File: src/rtl/mul_div_unit.sv
// Multi-cycle multiply/divide unit with HI/LO result registers.
// Shift-add multiply and restoring divide on operand magnitudes, one bit per cycle, sign fixed at the end.
module mul_div_unit #(
    parameter int WIDTH = 32
) (
    input  logic             clk,
    input  logic             rst_n,
    input  logic             start_i,
    input  logic [1:0]       op_i,
    input  logic [WIDTH-1:0] a_i,
    input  logic [WIDTH-1:0] b_i,
    output logic             busy_o,
    output logic             done_o,
    output logic             div_by_zero_o,
    output logic [WIDTH-1:0] hi_o,
    output logic [WIDTH-1:0] lo_o
);

    localparam int CW = $clog2(WIDTH) + 1;

    typedef enum logic [1:0] {IDLE, RUN, FIX} state_e;

    state_e           stateQ, stateD;
    logic [CW-1:0]    cntQ;
    logic             isDivQ, negResQ, negRemQ;
    logic [WIDTH-1:0] accHiQ, accLoQ, bQ, aOrigQ;
    logic [WIDTH-1:0] hiQ, loQ;
    logic             doneQ, dbzQ;

    logic             accept, lastIter;
    logic             signedOp, aNeg, bNeg;
    logic [WIDTH-1:0] aMag, bMag;
    logic [WIDTH:0]   mulSum, divShift;
    logic             divGe;
    logic [WIDTH-1:0] divRem;
    logic [2*WIDTH-1:0] product, productFix;
    logic [WIDTH-1:0] quotFix, remFix;
    logic             divZero;

    assign accept   = (stateQ == IDLE) && start_i;
    assign lastIter = (cntQ == CW'(WIDTH - 1));

    always_ff @(posedge clk or negedge rst_n) begin
        if (!rst_n) stateQ <= IDLE;
        else        stateQ <= stateD;
    end

    always_comb begin
        stateD = stateQ;
        case (stateQ)
            IDLE:    if (start_i)  stateD = RUN;
            RUN:     if (lastIter) stateD = FIX;
            FIX:     stateD = IDLE;
            default: stateD = IDLE;
        endcase
    end

    always_comb begin
        busy_o = (stateQ != IDLE);
    end

    // Signed ops run on magnitudes; the most-negative value maps onto itself as an unsigned magnitude.
    assign signedOp = op_i[0];
    assign aNeg     = signedOp & a_i[WIDTH-1];
    assign bNeg     = signedOp & b_i[WIDTH-1];
    assign aMag     = aNeg ? -a_i : a_i;
    assign bMag     = bNeg ? -b_i : b_i;

    assign mulSum   = {1'b0, accHiQ} + (accLoQ[0] ? {1'b0, bQ} : '0);
    assign divShift = {accHiQ, accLoQ[WIDTH-1]};
    assign divGe    = (divShift >= {1'b0, bQ});
    assign divRem   = divShift[WIDTH-1:0] - bQ;

    assign product    = {accHiQ, accLoQ};
    assign productFix = negResQ ? -product : product;
    assign quotFix    = negResQ ? -accLoQ : accLoQ;
    assign remFix     = negRemQ ? -accHiQ : accHiQ;
    assign divZero    = isDivQ && (bQ == '0);

    always_ff @(posedge clk or negedge rst_n) begin
        if (!rst_n) begin
            cntQ    <= '0;
            isDivQ  <= 1'b0;
            negResQ <= 1'b0;
            negRemQ <= 1'b0;
            accHiQ  <= '0;
            accLoQ  <= '0;
            bQ      <= '0;
            aOrigQ  <= '0;
            hiQ     <= '0;
            loQ     <= '0;
            doneQ   <= 1'b0;
            dbzQ    <= 1'b0;
        end else begin
            doneQ <= (stateQ == FIX);
            if (accept) begin
                cntQ    <= '0;
                isDivQ  <= op_i[1];
                negResQ <= aNeg ^ bNeg;
                negRemQ <= aNeg;
                accHiQ  <= '0;
                accLoQ  <= aMag;
                bQ      <= bMag;
                aOrigQ  <= a_i;
                dbzQ    <= 1'b0;
            end else if (stateQ == RUN) begin
                cntQ <= cntQ + 1'b1;
                if (isDivQ) begin
                    accHiQ <= divGe ? divRem : divShift[WIDTH-1:0];
                    accLoQ <= {accLoQ[WIDTH-2:0], divGe};
                end else begin
                    accHiQ <= mulSum[WIDTH:1];
                    accLoQ <= {mulSum[0], accLoQ[WIDTH-1:1]};
                end
            end else if (stateQ == FIX) begin
                dbzQ <= divZero;
                if (divZero) begin
                    hiQ <= aOrigQ;
                    loQ <= '1;
                end else if (isDivQ) begin
                    hiQ <= remFix;
                    loQ <= quotFix;
                end else begin
                    hiQ <= productFix[2*WIDTH-1:WIDTH];
                    loQ <= productFix[WIDTH-1:0];
                end
            end
        end
    end

    assign done_o        = doneQ;
    assign div_by_zero_o = dbzQ;
    assign hi_o          = hiQ;
    assign lo_o          = loQ;

endmodule
File: config.mk
export PLATFORM = sky130hd
export DESIGN_NAME = mul_div_unit
export DESIGN_NICKNAME = d
export VERILOG_FILES = /design/src/rtl/mul_div_unit.sv
export SDC_FILE = /design/constraint.sdc
export NUM_CORES = 1
export LEC_CHECK = 0
export ABC_AREA = 1
export CORE_ASPECT_RATIO = 0.75
export CORE_MARGIN = 2
export CORE_UTILIZATION = 30
export DETAILED_ROUTE_END_ITERATION = 12
export PLACE_DENSITY = 0.5
export SYNTH_ARGS = -nofsm -noshare
export SYNTH_HDL_FRONTEND = slang
export SYNTH_SLANG_ARGS = --single-unit
File: constraint.sdc
create_clock -name clk -period 7.54 [get_ports clk]
set_input_delay 2.262 -clock clk [delete_from_list [all_inputs] [get_ports clk]]
set_output_delay 2.262 -clock clk [all_outputs]
set_load 0.01 [all_outputs]
* After elaboration in Yosys (flattened, before gate mapping) *
Index checks and enable logic that the tools add are counted.

storage, ports and cells
  logic and storage cells = 68
  flip-flop bits (word level) = 205
  output and inout port bits = 67
  input bits = 69

cells by class
  bitwise gates (word level) = 5
  order comparisons = 1
  muxes and demuxes = 25
  equal/unequal tests = 6
  add/subtract/negate cells = 8
  reductions and logical operators = 10

operators with widths
  cell                   number
  $mux W32               16
  $neg A32 Y32           4
  $mux W64               1
  $neg A64 Y64           1
  $add A32 B32 Y33       1
  $ge A33 B32 Y1         1
  $logic_not A32 Y1      1
  $sub A32 B32 Y32       1
  $mux W6                2
  $add A6 B1 Y6 const B  1
  $eq A6 B5 Y1 const B   1
  $ne A2 B2 Y1 const B   3
  $reduce_bool A2 Y1     3
  $mux W2                2
  $pmux W2 S2            1
  $reduce_and A2 Y1      2
  $mux W1                3
  $reduce_and A3 Y1      1
  $and A1 B1 Y1          2
  $eq A2 B1 Y1 const B   1
  $eq A2 B2 Y1 const B   1
  $logic_and A1 B1 Y1    2
  $logic_not A2 Y1       1
  $not A1 Y1             2
  $xor A1 B1 Y1          1

* Logic depth before layout (Yosys ltp) *
Gate-level depths: netlist (run 1).

  word-level depth = 5
  depth in mapped cells = 20
  gate-level depth less buffers = 18

* Least setup slack after synthesis (run 1) *
OpenSTA, ideal clock, no wires.

  kind = input -> register
  start point = input port b_i[0]
  end point = register bQ[22]
  cell stages on the path = 12
  data required time = 7.413 ns
  data arrival time = 3.584 ns
  slack = 3.829 ns
  library setup time = 0.127 ns
  path through = inv_1 -> ha_1 -> inv_1 -> nor3_4 -> inv_2 -> nor2_2 -> nand3_1 -> o21ai_2 -> nand2_2 -> or2_0 -> nand3_1 -> o21ai_1

between the ends
  word-level cells in the longest chain between the ends = 2

ends and longest elaborated chain
  element               RTL line  text
  start, declared       11        input logic [WIDTH-1:0] b_i,
  $neg A32 Y32          67        assign bMag = bNeg ? -b_i : b_i;
  $mux W32              67
  end signal, assigned  103       bQ <= bMag;
  end, declared         26        logic [WIDTH-1:0] accHiQ, accLoQ, bQ, aOrigQ;

Every way passes these cells.
A chain may end at the register's enable or synchronous reset.

* Worst setup path in the final report (run 1) *
  start point = register stateQ[0]
  end point = output port busy_o

between the ends
  word-level cells in the longest chain between the ends = 1

ends and longest elaborated chain
  element                 RTL line  text
  start, declared         23        state_e stateQ, stateD;
  start signal, assigned  45        else stateQ <= stateD;
  $reduce_bool A2 Y1      59        busy_o = (stateQ != IDLE);
  end, declared           12        output logic busy_o,

Every way passes these cells.

==> results.md, run 1 <==
- Std cell rows: 79
- GPL Wtd Cong: around 1
- N_diodes: 0
- Core Area: approximately 62,000 um^2
- Max Cap Viol: 0
- Total wire length: 83.5 mm
- Most frequent cells in the layout: 1,082 x nand2_1, 480 x inv_1, 346 x nor2_1, 315 x nand3_1, 203 x dfrtp_1
- Skew-Pair Late Insertion Delay: 0.56 ns
- Met3 usage in global routing: 0.0741
- WS Path Type: reg2out
- Num CTS Buffers: 26
- Max VDD drop: approximately 0.17 mV
- Syn nets: 3,338
- Antenna-violating nets left: 0
- PwrDens: 517 nW/um^2
- Die X: 294 um
- Drt wl/cell: around 20 um
- Die H: 222 um
- Initial antenna violation count: 0
- Met2 global-route usage: 0.304
- Fmax: 235 MHz
- TritonCTS clock tree: done
- Syn Area/Cell: 5.92 um^2
- Area of the die: 65,200 um^2
- Worst EP required: between 5 and 6 ns
- Fill cells: between 6,000 and 7,000
- CTS H-tree depth: 1
- Tightest Pin Transition: 1.06 ns
- P_leak: between 10 and 15 nW
- Dpl hpwl: about 67 mm
- Final hold vios: 0
- Post-route core utilization: 0.352
- Area growth from synthesis to layout: 15.6%
- Clk slew on worst S/H paths: roughly 0.060 ns
- # DRC: 0
- Post-route minimum period: 4.26 ns
- Dominant synthesized flop cell: dfrtp_1
- # nets final: approximately 3,400
- Layout cells sized above 1: 0.0453
- Number of global-route vias before repair: 18,600
- HP Class: reg2reg
- Most common cell after layout, fill and taps aside: nand2_1
- Global route overflow: 0
- R2r worst-path depth: 17
- Number of library cell types mapped by synthesis: 60
- Starting DRT DRC Count: 2,342
- Final setup vio count: 0
- Setup TNS: 0 ns
- Clock tree buffer depth: 3
- Warnings, synthesis: 0
- Global Route Usage Sum: 0.252
- Post-CTS Resized: 0
- Synth Register Bits: 205
- Initial core utilization: 0.304
- Unrepaired setup endpoints after global routing: no
- Grt met1 use: 0.418
- Crit start category: register
- Final Max Tran Viols: 0
- IO Count: 136
- Hold-fix buffers, CTS: 0
- Outcome: finished clean
- Worst-path fanout max: 4
- Final worst-path cycle share: 0.564
- Pin count of the biggest net entering global routing: 103
- Asr flop ratio synth: 1.00
- Clock Skew: 0.0156 ns
- Total chip power: 11.3 mW
- Vias: 20,800
- Worst slew margin: 0.289
- Port Buffers: 135
- Sequential area share after synthesis: 0.271
- Mapped Area: 18,900 um^2
- Root buffer cell: clkbuf_16
- Global-route wire length before repair: roughly 120 mm
- Vias per cell: between 5 and 6
- Post-synth EDFFs: 0
- CP endpoint kind: output pin
- CP arrival: 1.99 ns
- Post-CTS Setup Repair Bufs: 0
- Clk sinks: 205
- Global route hottest layer: met1
- Hold path depth: 2
- Pre-antenna DRT Iters: 6
- Synthesized instance count: 3,198
critical path, stage by stage (launching register included):
cell and delay, ns:
dfrtp_1 0.43, nor2_1 0.41, inv_1 0.11, clkdlybuf4s50_1 0.49
cell families (layout without fill, tap and decap cells):
| family | count (synthesis) | in the layout | share of synthesized area |
|---|---|---|---|
| AOI/OAI and AO/OA | 377 | 377 | 0.113 |
| xor gates and xnor gates | 33 | 33 | 0.0153 |
| adders and majority gates | 71 | 71 | 0.0477 |
| buffers and inverters | 596 | 708 | 0.123 |
| DFF | 205 | 205 | 0.271 |
| and+or+nand+nor | 1916 | 1916 | 0.430 |
flip-flops by register name, indices dropped and copies added (netlist names):
signal / flops
done_o: 1
negResQ: 1
hi_o: 32
accHiQ: 32
stateQ: 2
isDivQ: 1
negRemQ: 1
bQ: 32
cntQ: 6
div_by_zero_o: 1
accLoQ: 32
aOrigQ: 32
lo_o: 32
report_power, final:
group | internal, mW | switching (mW) | leakage, nW
Combinational | 2.47 | 5.03 | 8.23
Sequential | 1.62 | 0.941 | 2.58
Clock | 0.739 | 0.517 | 0.405
Total | 4.83 | 6.49 | 11.2
Yosys cell counts, types with 18 or more instances:
cell type / count / area, um^2
nand2_1: 1083 / 4070
inv_1: 480 / 1800
nor2_1: 347 / 1300
nand3_1: 315 / 1580
dfrtp_1: 205 / 5130
o21ai_0: 153 / 766
a21oi_1: 95 / 475
ha_1: 69 / 863
clkbuf_1: 42 / 158
nand4_1: 42 / 263
nor3_1: 28 / 140
a31oi_1: 24 / 150
buf_2: 23 / 115
nor2_2: 23 / 144
xor2_1: 23 / 201
nand3b_1: 20 / 150
o21ai_1: 20 / 100
inv_2: 18 / 67.6
o211ai_1: 18 / 135
stage by stage:
stage               hold WS [ns]  instances  setup slack [ns]  cell area, um^2
finish                     0.477       4120              3.28            21900
CTS                        0.483       4120              3.27            21900
global placement           0.469       4073              2.75            21100
floorplan                  0.449       3198              3.83            18900
global route               0.526       4120              3.11            21900
detailed placement         0.469       4073              2.75            21100
worst paths after layout:
| check | start | end | slack, ns |
|---|---|---|---|
| worst max register to register | accLoQ[0] | accHiQ[27] | 4.11 |
| min in group asynchronous | rst_n | done_o | 1.69 |
| max in group asynchronous | rst_n | accHiQ[26] | 4.52 |
| worst min-delay path | hi_o[1] | hi_o[1] | 0.48 |
| worst min register to register | hi_o[1] | hi_o[1] | 0.48 |
| worst max-delay path | stateQ[0] | busy_o | 3.28 |
layer usage:
metal / wire length (um) / vias to the layer above
li1: - / 10300
met1: 42900 / 9439
met2: 29400 / 923
met3: 9840 / 70
met4: 1410 / 0
met5: 0 / -
cell type report:
| class | count | area [um^2] | share of cell area |
|---|---|---|---|
| clock buffers | 40 | 774 | 0.0354 |
| well taps | 810 | 1010 | 0.0463 |
| multi-input cells | 2397 | 11500 | 0.525 |
| flip-flops and latches | 205 | 5130 | 0.234 |
| repair buffers | 155 | 1510 | 0.0688 |
| inverters | 506 | 1900 | 0.0868 |
| clock inverters | 7 | 71.3 | 0.00326 |
(Power assumes the default switching activity.)
==> run 2: changes to the inputs <==
--- a/config.mk
+++ b/config.mk
@@ -10,7 +10,7 @@
 export CORE_MARGIN = 2
 export CORE_UTILIZATION = 30
 export DETAILED_ROUTE_END_ITERATION = 12
-export PLACE_DENSITY = 0.5
+export PLACE_DENSITY = 0.52
 export SYNTH_ARGS = -nofsm -noshare
 export SYNTH_HDL_FRONTEND = slang
 export SYNTH_SLANG_ARGS = --single-unit
==> constraint.sdc (replaced) <==
create_clock -name clk -period 3.8 [get_ports clk]
set_input_delay 1.14 -clock clk [delete_from_list [all_inputs] [get_ports clk]]
set_output_delay 1.14 -clock clk [all_outputs]
set_load 0.01 [all_outputs]
==> results.md, run 2 (synthesis results as in run 1) <==
- Hold-fix buffers, CTS: 0
- Largest stage delay on the critical path: 0.53 ns
- Num CTS Buffers: 25
- Crit start category: register
- Worst-path fanout max: between 50 and 60
- Unrepaired setup endpoints after global routing: no
- Most frequent cells in the layout: 1,082 x nand2_1, 480 x inv_1, 346 x nor2_1, 315 x nand3_1, 204 x dfrtp_1
- Std cell rows: 79
- CP endpoint kind: register
- Clock Skew: 0.0171 ns
- Area of the die: 65,200 um^2
- Clock tree buffer depth: 3
- FF-to-FF Start: bQ[30]
- Post-CTS Setup Repair Bufs: 0
- Final Max Tran Viols: 0
- Root buffer cell: clkbuf_16
- Total wire length: 83.8 mm
- Vias per cell: 5.10
- Area growth from synthesis to layout: 17.0%
- HP Class: reg2reg
- Global route overflow: 0
- Final setup vio count: 0
- Outcome: finished clean
- Dpl hpwl: a little under 70 mm
- Critical path's top delay family: simple AND/OR/NAND/NOR gates
- Worst Hold Launch: hi_o[1]
- CP arrival: 3.51 ns
- Final worst-path cycle share: 0.815
- Pre-antenna DRT Iters: 6
- IO Count: 136
- TritonCTS clock tree: done
- Drt wl/cell: around 20 um
- Worst EP required: ~4.2 ns
- P_leak: 11.4 nW
- Final hold vios: 0
- CTS H-tree depth: 1
- Pin count of the biggest net entering global routing: 64
- # DRC: 0
- Global Route Usage Sum: 0.251
- Vias: 21,200
- Most common cell after layout, fill and taps aside: nand2_1
- R2r worst-path depth: 8
- Worst slew margin: 0.241
- Number of global-route vias before repair: 18,700
- Crit path cell chain: nor4_1, nand3_1, nor2_1, nand2_2, nand2_4, inv_2, nand3_1, nand3_1
- Setup TNS: 0 ns
- Total chip power: approximately 23 mW
- Core Area: roughly 62,000 um^2
- Hold path depth: 2
- Crit path from: bQ[30]
- Hold path endpoint: hi_o[1]
- Initial core utilization: 0.304
- N_diodes: 0
- Tightest Pin Transition: about 1.1 ns
- Global-route wire length before repair: 124 mm
- Clk sinks: 205
- Layout cells sized above 1: 0.0536
- Max Cap Viol: 0
- Max VDD drop: roughly 0.36 mV
- Skew-Pair Late Insertion Delay: 0.56 ns
- Port Buffers: 135
- Crit path top cell by count: nand3_1
- WS Path Type: reg2reg
- WP depth: 8
- Slowest cell on the critical path: nor4_1
- Worst flop-to-flop path endpoint: hi_o[2]
- # nets final: 3,462
- Die H: ~220 um
- Initial antenna violation count: 0
- Buffers & Inverters on Critical Path: 1
- Fmax: approximately 320 MHz
- Post-route minimum period: around 3.1 ns
- Clk slew on worst S/H paths: around 0.060 ns
- PwrDens: 1030 nW/um^2
- Worst R2R Setup Slack: between 0.7 and 0.8 ns
- Post-CTS Resized: 0
- Antenna-violating nets left: 0
- Starting DRT DRC Count: 2,622
- Die X: 294 um
- GPL Wtd Cong: 1.00
[run 2: changes by cell type in the layout (fill, tap and decap cells not counted), moves of 2 or more]
| cell | change |
|---|---|
| bufinv_16 | +2 |
| clkbuf_1 | -2 |
| buf_12 | +3 |
| clkinvlp_4 | -2 |
| buf_4 | +29 |
| clkbuf_16 | -2 |
| clkinv_2 | -2 |
[run 2: worst max path at each step]
stage | endpoint | slack, ns
2_1_floorplan | bQ[22] | 1.21
3_5_place_dp | bQ[31] | 0.50
3_3_place_gp | bQ[31] | 0.50
6_report | hi_o[2] | 0.70
5_1_grt | hi_o[0] | 0.56
4_1_cts | busy_o | 0.74
[run 2: layer usage]
layer	vias to the layer above	global-route usage	part of all wire
met5	-	0	0
met4	0	0.0367	0.017
met3	81	0.0666	0.12
met2	1054	0.308	0.35
met1	9672	0.420	0.51
li1	10400	-	-
[run 2: layout make-up]
class	count	area (um^2)
Multi-Input combinational cell	2397	11500
Timing Repair Buffer	187	1780
Clock inverter	6	111
Sequential cell	205	5130
Fill cell	6960	40100
Tap cell	810	1010
Inverter	506	1900
Clock buffer	37	731
[run 2: metrics by stage]
| stage | instance area, um^2 | util | hold slack (ns) | instances | setup slack [ns] |
|---|---|---|---|---|---|
| finish | 22200 | 0.356 | 0.487 | 4148 | 0.702 |
| detailed placement | 21300 | 0.342 | 0.470 | 4105 | 0.500 |
| floorplan | 18900 | - | 0.449 | 3198 | 1.21 |
| CTS | 22200 | 0.356 | 0.484 | 4148 | 0.743 |
| global placement | 21300 | 0.342 | 0.471 | 4105 | 0.497 |
| global route | 22200 | 0.356 | 0.499 | 4148 | 0.558 |
[run 2: power by group]
part | leakage (nW) | switching (mW) | internal (mW)
Sequential | 2.58 | 1.49 | 3.22
Combinational | 8.40 | 10.5 | 5.07
Clock | 0.409 | 1.01 | 1.52
[run 2: worst min-delay path: cells and delay by family (launching register included)]
| kind | cells | cell delay (ns) |
|---|---|---|
| AND/OR/NAND/NOR | 2 | 0.10 |
| flip-flops | 1 | 0.35 |
==> run 3: changes to the inputs <==
==> constraint.sdc (replaced) <==
create_clock -name clk -period 2.78 [get_ports clk]
set_input_delay 0.834 -clock clk [delete_from_list [all_inputs] [get_ports clk]]
set_output_delay 0.834 -clock clk [all_outputs]
set_load 0.01 [all_outputs]
==> results.md, run 3 (synthesis results as in run 1) <==
- # nets final: 3,628
- IO Count: 136
- GPL Wtd Cong: 0.981
- WS Path Type: reg2reg
- Global route hottest layer: met1
- N_diodes: 0
- Initial antenna violation count: 1
- Clk slew on worst S/H paths: 0.07 ns
- Clock tree buffer depth: 3
- Global route overflow: 0
- Number of global-route vias before repair: 19,100
- # DRC: 0
- Final hold vios: 0
- Drt wl/cell: roughly 20 um
- Outcome: finished clean
- Final worst-path cycle share: 0.963
- Pre-antenna DRT Iters: 7
- Area growth from synthesis to layout: 25.9%
- Vias: 21,500
- Met3 usage in global routing: 0.0802
- CTS H-tree depth: 1
- CP arrival: 3.12 ns
- Dpl hpwl: 70.2 mm
- Crit path cell chain: buf_4, nand2_1, inv_1, ha_2, buf_4, nand3_1, nand2_2, nand2_1, nand2_1, nand2_1, nand2_1, nand2_1, nand3_1, nand3_1, nand2_1, inv_1, nand2_1, nand2_1
- Slowest cell on the critical path: dfrtp_1
- PwrDens: 1400 nW/um^2
- Setup TNS: 0 ns
- Layout cells sized above 1: 0.114
- Core Area: 62,300 um^2
- Pin count of the biggest net entering global routing: between 70 and 80
- Worst-path fanout max: 5
- Std cell rows: 79
- Starting DRT DRC Count: between 2,000 and 3,000
- CP endpoint kind: register
- Vias per cell: 4.98
- Num CTS Buffers: 26
- HP Class: in2async
- Total wire length: 85.7 mm
- P_leak: 12.3 nW
- Total chip power: 33.4 mW
- Unrepaired setup endpoints after global routing: yes
- Final setup vio count: 0
- Initial core utilization: 0.304
- Worst hold margin: approximately 0.19 ns
- Die H: about 220 um
- TritonCTS clock tree: done
- Global-route wire length before repair: 125 mm
- Fmax: 374 MHz
- Skew-Pair Late Insertion Delay: 0.58 ns
- Max VDD drop: 0.510 mV
- Final Max Tran Viols: 0
- Max Cap Viol: 0
- Die X: roughly 290 um
- Root buffer cell: clkbuf_16
- Tightest Pin Transition: 0.866 ns
- Clk sinks: 205
- Met2 global-route usage: 0.308
- Clock Skew: 0.0351 ns
- Area of the die: about 65,000 um^2
- Largest stage delay on the critical path: 0.42 ns
- Hold-fix buffers, CTS: 0
- Worst EP required: 3.23 ns
- Antenna-violating nets left: 0
- Port Buffers: 135
- Grt met1 use: 0.423
- Global Route Usage Sum: 0.255
- Most frequent cells in the layout: 1,074 x nand2_1, 479 x inv_1, 334 x nor2_1, 311 x nand3_1, 204 x buf_4
- Post-route minimum period: 2.68 ns
- Crit start category: register
- Worst slew margin: 0.417
- Crit path top cell by count: nand2_1
- Most common cell after layout, fill and taps aside: nand2_1
run 3: changes by cell type in the layout (fill, tap and decap cells not counted), moves of 9 or more:
cell	before	now
ha_2	0	9
ha_1	69	50
ha_4	0	10
nor2_1	346	334
nor2_2	23	35
buf_12	3	13
buf_4	49	204
run 3: repair_timing:
action / CTS / global route
setup buffers: 0 / 1
resized for setup: 0 / 59
endpoints found under the setup margin: 0 / 24
run 3: per-stage QoR:
stage           util  worst slack [ns]  instances  instance area [um^2]
2_1_floorplan      -             0.348       3198                 18900
3_3_place_gp   0.364           -0.0799       4269                 22700
3_5_place_dp   0.364           -0.0893       4269                 22700
4_1_cts        0.379           0.00616       4317                 23600
5_1_grt        0.383           -0.0128       4318                 23900
6_report       0.383             0.104       4318                 23900
run 3: final timing paths:
kind | depth (start not counted) | from | end | slack [ns]
max | 18 | accLoQ[0] | accHiQ[28] | 0.10
min in group clk | 2 | aOrigQ[0] | aOrigQ[0] | 0.48
min | 1 | rst_n | bQ[30] | 0.19
max in group asynchronous | 2 | rst_n | lo_o[25] | 1.78
min reg2reg | 2 | aOrigQ[0] | aOrigQ[0] | 0.48
max reg2reg | 18 | accLoQ[0] | accHiQ[28] | 0.10
run 3: power by group:
part | internal, mW | leakage, nW | switching (mW) | total, mW
sequential | 4.42 | 2.58 | 1.57 | 5.99
clock | 2.26 | 0.456 | 1.53 | 3.79
combinational | 8.37 | 9.22 | 15.2 | 23.6
total | 15.0 | 12.3 | 18.3 | 33.4
run 3: layout make-up:
type,count,area (um^2)
flip-flops and latches,205,5130
clock inverters,12,181
fillers,6898,38400
repair buffers,352,3150
multi-input cells,2397,11700
well taps,810,1010
clock buffers,36,748
inverters,506,1900
run 3: critical path, delay by kind of cell, from the launching register on:
| kind | cells | cell delay, ns |
|---|---|---|
| flip-flops | 1 | 0.42 |
| AND/OR/NAND/NOR | 13 | 1.33 |
| buffers and inverters | 4 | 0.43 |
| adder cells (fa/ha/maj) | 1 | 0.37 |
run 3: routing by layer:
metal | up-vias | routed length (um)
met1 | 9800 | 44000
met3 | 69 | 10400
met2 | 948 | 29800
li1 | 10700 | -
met5 | - | 13
met4 | 2 | 1500
